==> src/rtl/uart_pkg.sv <==
// Shared types and constants for the oversampling UART receiver.
package uart_pkg;

  // Receiver frame states
  typedef enum logic [2:0] {
    S_IDLE     = 3'd0,
    S_START    = 3'd1,
    S_DATA     = 3'd2,
    S_PARITY   = 3'd3,
    S_STOP     = 3'd4,
    S_BRK_WAIT = 3'd5
  } rx_state_t;

  // Parity selection encodings (2'b11 also means no parity)
  localparam logic [1:0] PAR_NONE = 2'b00;
  localparam logic [1:0] PAR_EVEN = 2'b01;
  localparam logic [1:0] PAR_ODD  = 2'b10;

  // Shortest supported data field
  localparam int MIN_DATA_BITS = 5;

  // Clamp a requested data length into [MIN_DATA_BITS, max_bits]
  function automatic logic [3:0] clamp_bits(input logic [3:0] req,
                                            input logic [3:0] max_bits);
    logic [3:0] r;
    r = req;
    if (req < 4'(MIN_DATA_BITS)) r = 4'(MIN_DATA_BITS);
    else if (req > max_bits)     r = max_bits;
    return r;
  endfunction

endpackage

==> src/rtl/uart_bit_sampler.sv <==
// Oversample counter and 3-sample majority voter. Produces a single-clk
// decision strobe and the voted bit value on the decision tick.
module uart_bit_sampler #(
  parameter int OVERSAMPLE = 16
) (
  input  logic clk,
  input  logic reset_n,
  input  logic os_tick,
  input  logic rx,
  input  logic run,       // counter runs only while a frame is in progress
  input  logic half_bit,  // decide at mid-start-bit instead of a full bit
  output logic decide,
  output logic bit_val
);

  localparam int CW = $clog2(OVERSAMPLE);

  logic [CW-1:0] cnt;
  logic [1:0]    hist;
  logic [CW-1:0] decide_at;

  assign decide_at = half_bit ? CW'(OVERSAMPLE / 2 - 1) : CW'(OVERSAMPLE - 1);

  // The decision tick's own sample is the third vote, taken straight from rx
  assign decide  = run && os_tick && (cnt == decide_at);
  assign bit_val = (hist[1] & hist[0]) | (hist[1] & rx) | (hist[0] & rx);

  // Sample history on every tick; os counter restarts after each decision
  always_ff @(posedge clk or negedge reset_n) begin
    if (!reset_n) begin
      cnt  <= '0;
      hist <= '0;
    end else begin
      if (os_tick) hist <= {hist[0], rx};
      if (!run)
        cnt <= '0;
      else if (os_tick)
        cnt <= (cnt == decide_at) ? '0 : cnt + 1'b1;
    end
  end

endmodule

==> src/rtl/uart_rx_os.sv <==
// Oversampling UART receiver with configurable data length, parity and
// stop bits, break detection and a single-entry valid/ready output holder.
//
// Handshake: rx_valid high means rx_data, frame_error and parity_error are
// stable and owned by the consumer. A transfer happens on a rising clk edge
// where rx_valid and rx_ready are both high. rx_valid never drops without a
// transfer; a frame finishing while the holder is full and not being
// emptied is discarded and flagged with a one-clk overrun pulse.
module uart_rx_os
  import uart_pkg::*;
#(
  parameter int MAX_DATA_BITS = 8,
  parameter int OVERSAMPLE    = 16
) (
  input  logic                     clk,
  input  logic                     reset_n,
  input  logic                     rx_sync_in,
  input  logic                     os_tick,
  input  logic [3:0]               cfg_data_bits,
  input  logic [1:0]               cfg_parity,
  input  logic                     cfg_stop2,
  output logic [MAX_DATA_BITS-1:0] rx_data,
  output logic                     rx_valid,
  input  logic                     rx_ready,
  output logic                     frame_error,
  output logic                     parity_error,
  output logic                     overrun,
  output logic                     break_detect,
  output logic                     busy,
  output logic [2:0]               state_dbg
);

  rx_state_t state, state_nxt;

  // Frame configuration captured at the start edge
  logic [3:0] lat_bits;
  logic [1:0] lat_par;
  logic       lat_stop2;
  logic       par_en;

  // Per-frame datapath
  logic [3:0]               bit_cnt;
  logic [MAX_DATA_BITS-1:0] shreg, shifted;
  logic                     par_acc;
  logic                     zero_so_far;
  logic                     stop_idx;
  logic                     ferr_acc;
  logic                     perr_acc;
  logic                     rx_prev;

  // FSM control strobes
  logic start_frame;
  logic complete;
  logic brk;

  // Sampler interface
  logic run, half_bit, decide, bit_val;

  assign par_en    = (lat_par == PAR_EVEN) || (lat_par == PAR_ODD);
  assign run       = (state == S_START) || (state == S_DATA) ||
                     (state == S_PARITY) || (state == S_STOP);
  assign half_bit  = (state == S_START);
  assign busy      = (state != S_IDLE);
  assign state_dbg = state;

  uart_bit_sampler #(
    .OVERSAMPLE (OVERSAMPLE)
  ) u_sampler (
    .clk      (clk),
    .reset_n  (reset_n),
    .os_tick  (os_tick),
    .rx       (rx_sync_in),
    .run      (run),
    .half_bit (half_bit),
    .decide   (decide),
    .bit_val  (bit_val)
  );

  // State register
  always_ff @(posedge clk or negedge reset_n) begin
    if (!reset_n) state <= S_IDLE;
    else          state <= state_nxt;
  end

  // Next-state and control strobes
  always_comb begin
    state_nxt   = state;
    start_frame = 1'b0;
    complete    = 1'b0;
    brk         = 1'b0;
    case (state)
      S_IDLE: begin
        if (rx_prev && !rx_sync_in) begin
          state_nxt   = S_START;
          start_frame = 1'b1;
        end
      end
      S_START: begin
        if (decide) state_nxt = bit_val ? S_IDLE : S_DATA;
      end
      S_DATA: begin
        if (decide && (bit_cnt == lat_bits - 4'd1))
          state_nxt = par_en ? S_PARITY : S_STOP;
      end
      S_PARITY: begin
        if (decide) state_nxt = S_STOP;
      end
      S_STOP: begin
        if (decide) begin
          if (!stop_idx && zero_so_far && !bit_val) begin
            brk       = 1'b1;
            state_nxt = S_BRK_WAIT;
          end else if (lat_stop2 && !stop_idx) begin
            state_nxt = S_STOP;
          end else begin
            complete  = 1'b1;
            state_nxt = S_IDLE;
          end
        end
      end
      S_BRK_WAIT: begin
        if (rx_sync_in) state_nxt = S_IDLE;
      end
      default: state_nxt = S_IDLE;
    endcase
  end

  // Insert the new data bit at the top of the configured field, LSB first
  always_comb begin
    shifted = shreg >> 1;
    for (int i = 0; i < MAX_DATA_BITS; i++) begin
      if (4'(i) == lat_bits - 4'd1) shifted[i] = bit_val;
    end
  end

  // Frame datapath: config latch, shift register, parity and error tracking
  always_ff @(posedge clk or negedge reset_n) begin
    if (!reset_n) begin
      lat_bits    <= '0;
      lat_par     <= '0;
      lat_stop2   <= 1'b0;
      bit_cnt     <= '0;
      shreg       <= '0;
      par_acc     <= 1'b0;
      zero_so_far <= 1'b0;
      stop_idx    <= 1'b0;
      ferr_acc    <= 1'b0;
      perr_acc    <= 1'b0;
      rx_prev     <= 1'b0;
    end else begin
      rx_prev <= rx_sync_in;
      if (start_frame) begin
        lat_bits    <= clamp_bits(cfg_data_bits, 4'(MAX_DATA_BITS));
        lat_par     <= cfg_parity;
        lat_stop2   <= cfg_stop2;
        bit_cnt     <= '0;
        shreg       <= '0;
        par_acc     <= 1'b0;
        zero_so_far <= 1'b1;
        stop_idx    <= 1'b0;
        ferr_acc    <= 1'b0;
        perr_acc    <= 1'b0;
      end else if (decide) begin
        case (state)
          S_DATA: begin
            shreg       <= shifted;
            par_acc     <= par_acc ^ bit_val;
            zero_so_far <= zero_so_far & ~bit_val;
            bit_cnt     <= bit_cnt + 4'd1;
          end
          S_PARITY: begin
            // Even: data ones plus parity bit must be even; odd: must be odd
            perr_acc    <= (par_acc ^ bit_val) ^ (lat_par == PAR_ODD);
            zero_so_far <= zero_so_far & ~bit_val;
          end
          S_STOP: begin
            stop_idx <= 1'b1;
            ferr_acc <= ferr_acc | ~bit_val;
          end
          default: ;
        endcase
      end
    end
  end

  // Output holder: load, drop-with-overrun, or release on transfer
  always_ff @(posedge clk or negedge reset_n) begin
    if (!reset_n) begin
      rx_data      <= '0;
      rx_valid     <= 1'b0;
      frame_error  <= 1'b0;
      parity_error <= 1'b0;
      overrun      <= 1'b0;
      break_detect <= 1'b0;
    end else begin
      overrun      <= 1'b0;
      break_detect <= brk;
      if (complete) begin
        if (!rx_valid || rx_ready) begin
          rx_data      <= shreg;
          frame_error  <= ferr_acc | ~bit_val;
          parity_error <= perr_acc;
          rx_valid     <= 1'b1;
        end else begin
          overrun <= 1'b1;
        end
      end else if (rx_valid && rx_ready) begin
        rx_valid <= 1'b0;
      end
    end
  end

endmodule

==> config.mk <==
export PLATFORM = sky130hd
export DESIGN_NAME = uart_rx_os
export DESIGN_NICKNAME = d
export VERILOG_FILES = /design/src/rtl/uart_pkg.sv /design/src/rtl/uart_bit_sampler.sv /design/src/rtl/uart_rx_os.sv
export SDC_FILE = /design/constraint.sdc
export NUM_CORES = 1
export LEC_CHECK = 0
export ABC_CLOCK_PERIOD_IN_PS = 7800
export CORE_MARGIN = 8
export CORE_UTILIZATION = 34
export CTS_CLUSTER_DIAMETER = 40
export DETAILED_ROUTE_END_ITERATION = 8
export GPL_TIMING_DRIVEN = 0
export PLACE_DENSITY_LB_ADDON = 0.08
export SLEW_MARGIN = 20
export SYNTH_ARGS = -nofsm -noshare
export SYNTH_HDL_FRONTEND = slang
export SYNTH_HIERARCHICAL = 1
export SYNTH_SLANG_ARGS = --single-unit
==> constraint.sdc <==
create_clock -name clk -period 7.8 [get_ports clk]
set_input_delay 1.56 -clock clk [delete_from_list [all_inputs] [get_ports clk]]
set_output_delay 1.56 -clock clk [all_outputs]
set_load 0.05 [all_outputs]
==> out/summary.txt <==
H-tree lvl count: 2
netlist area before placement: 2467 sq um
synth top area cells: dfrtp_1 48%, nand2_1 5.8%, o21ai_0 4.1%
CP Class: input pin to register
Worst-path clk slew: 0.09 ns
crit-path max FO: 10
r2r setup slk: 4.65 ns
DR pass1 iterations: 4
vias: 1869
TritonCTS clock tree: yes
Setup Skew: 0.006050 ns
Sw Share: 0.4018
DRT antenna net count: 0
worst hold path type: register to register
vias in the first global route: 1850
RSZ-0062 raised after global routing: no
reg2reg start: state_dbg[2]
Worst-Margin Slew: 0.7128 ns
die width: 101.2 um
post-cts resize count: 0
Clock Tree Buf Depth: 2
top-area cell type share of the netlist area: 0.4767
GP Congestion: 0.7974
Top delay family on crit path: buffers and inverters
Hold Crit Start: rx_data[2]
outcome: complete, no violations
Syn Inst Count: 253
GRT overflow: 0
pre-CTS WS: 3.668 ns
row count: 31
CTS Buf Count: 5
crit-path cells: clkdlybuf4s50_1, maj3_1, buf_2, nand2b_1, a21oi_1, or3b_1, buf_2, mux2_1
largest net degree at the start of global routing: 48
CP max stage cell: clkdlybuf4s50_1
Netlist cell types: 46
R2R Path End: rx_data[4]
Vias/cell: 4.829
DR WL/cell: 14.03 um
storage element area: 1176 sq um
Clock Power Share: 0.186
Max Clk Rate: 265.8 MHz
post-route setup slack: 4.038 ns
CTS hold repair buffers: 0
Slowest Stage Delay on Critical Path: 0.55 ns
die area: 10240 sq um
clock root cell: clkbuf_8
crit start category: input pin
Worst EP arrival: 3.96 ns
register area share after synthesis: 0.4767
area of the multi-input gates: 1199 sq um
Logic pwr share: 0.437
initial antenna violation count: 0
Max Cap Viol: 0
P_sw: 0.3453 mW
setup violators final: 0
Post-synth EDFFs: 0
first-pass GRT wire length: 9183 um
CP Capture Type: register
leak pwr: 1.276 nW
Area Growth Syn to Fin: 19.88%
most common cell after layout, fill and taps aside: dfrtp_1
FFs w/ async S/R, synth: 1.000
starting density of the core: 0.3457
Skew-Pair Late Insertion Delay: 0.30 ns
gr usage total: 0.1144
Hold EP: rx_data[2]
internal power consumption: 0.5141 mW
Reg power frac: 0.377
PortBufs: 27
commonest non-fill, non-tap cells in the layout: 47 x dfrtp_1, 38 x nand2_1, 26 x clkdlybuf4s50_1, 20 x o21ai_0, 18 x nor2_1
Fill cells: 739
HPWL after DPL: 3881 um
io pins: 29
Tmin final: 3.762 ns
register bit total from synthesis: 47
FF-to-FF path depth: 8
DIE HEIGHT: 101.2 um
average cell area after synthesis: 9.752 sq um
Worst path most repeated cell: buf_2
syn nets: 272
Slew Limit Fails: 0
DRT Wirelength: 5428 um
Peak VDD IR: 0.2149 mV
crit path buf inv count: 3
worst hold path depth: 1
final hold vios: 0
fin crit share: 0.4823
setup_tns: 0 ns
layout cells sized above 1: 0.09375
Yosys warning total: 6
Slew HR: 0.5236
cell taking the most area after synthesis: dfrtp_1
diodes inserted: 0
ys flop type: dfrtp_1
critical path required time: 7.99 ns
# nets final: 306
core area: 7137 sq um
fin util: 0.4144
CTS Sinks: 47
Post-route DRC: 0
pwr/cell area: 290.5 nW/um^2
initial DRC count: 94
post-CTS setup buffers: 0
-- cells by family (layout without fill, tap and decap cells) --
| logic type | count (synthesis) | count (layout) | synth area share |
|---|---|---|---|
| and+or+nand+nor | 102 | 102 | 0.2094 |
| DFF | 47 | 47 | 0.4767 |
| AOI/OAI and AO/OA | 42 | 42 | 0.1019 |
| muxes | 21 | 21 | 0.09229 |
| buffers and inverters | 21 | 56 | 0.03752 |
| xor gates and xnor gates | 12 | 12 | 0.04260 |
| adders and majority gates | 8 | 8 | 0.03955 |
-- worst max path at each step --
stage | startpoint | to | slack (ns) | cells after the start
6_report | rx_sync_in | rx_data[4] | 4.04 | 8
4_1_cts | rx_sync_in | rx_data[4] | 4.01 | 8
5_1_grt | rx_sync_in | rx_data[4] | 3.88 | 8
3_3_place_gp | reset_n | rx_valid | 3.68 | 1
3_5_place_dp | rx_sync_in | rx_data[4] | 3.67 | 8
2_1_floorplan | os_tick | parity_error | 4.52 | 7
-- worst register-to-register path: cells and delay by family (launching register included) --
| family | cells | cell delay, ns |
|---|---|---|
| and+or+nand+nor | 3 | 1.01 |
| DFF | 1 | 0.43 |
| muxes | 1 | 0.32 |
| buffers and inverters | 3 | 0.76 |
| xor gates and xnor gates | 1 | 0.52 |
-- through the flow --
step / instances / total power, mW / area [sq um] / hold slack, ns
6_report: 387 / 0.8593 / 2958 / 0.4949
5_1_grt: 387 / 0.9285 / 2958 / 0.5159
4_1_cts: 387 / 0.8725 / 2958 / 0.5037
3_5_place_dp: 379 / 0.7057 / 2859 / 0.4763
3_3_place_gp: 379 / 0.7066 / 2861 / 0.4731
2_1_floorplan: 253 / 0.6078 / 2467 / 0.4460
-- per-layer routing --
metal	vias up	track usage	part of all wire
met5	-	0	0
met4	0	0.03436	0.012
met3	6	0.02543	0.034
met2	27	0.1964	0.48
met1	905	0.1392	0.47
li1	931	-	-
-- cell usage after synthesis, types with 2 or more instances --
cell / n
dfrtp_1: 47
ha_1: 7
buf_2: 5
nand2b_1: 7
o21ai_0: 20
o21ai_1: 3
mux2i_1: 7
clkbuf_1: 8
or3b_1: 2
xnor2_1: 8
a21oi_1: 5
nor2b_1: 3
nor3_1: 4
nand4_1: 2
and2_1: 2
nand2_1: 38
mux2_2: 6
xor2_1: 4
mux2_1: 8
nand3_1: 7
nor2_1: 18
nor3b_1: 5
inv_1: 6
a31oi_1: 3
or3_1: 3
nand3b_1: 5
-- registers in the layout, summed over array words and instances, names as in the netlist, 2 cells and up --
register and flops:
u_sampler/hist 2, bit_cnt 4, state_dbg 3, u_sampler/cnt 4
rx_data 8, lat_par 2, shreg 8, lat_bits 4
-- area by class of cell --
type                            instances  share of cell area
Multi-Input combinational cell        185              0.4052
Clock buffer                            6             0.02792
Inverter                                6            0.007614
Timing Repair Buffer                   27             0.09052
Buffer                                 15             0.02369
Clock inverter                          2            0.005499
Sequential cell                        47              0.3976
Tap cell                               99             0.04188
-- power groups by stage --
stage | Combinational, mW | Sequential [mW] | Clock, mW
after global routing | 0.420 | 0.331 | 0.178
after floorplan | 0.263 | 0.345 | 0
final | 0.375 | 0.324 | 0.160
after CTS | 0.379 | 0.325 | 0.169
after global placement | 0.377 | 0.329 | 0
after detailed placement | 0.377 | 0.329 | 0
Power figures use the tool's default switching activity.
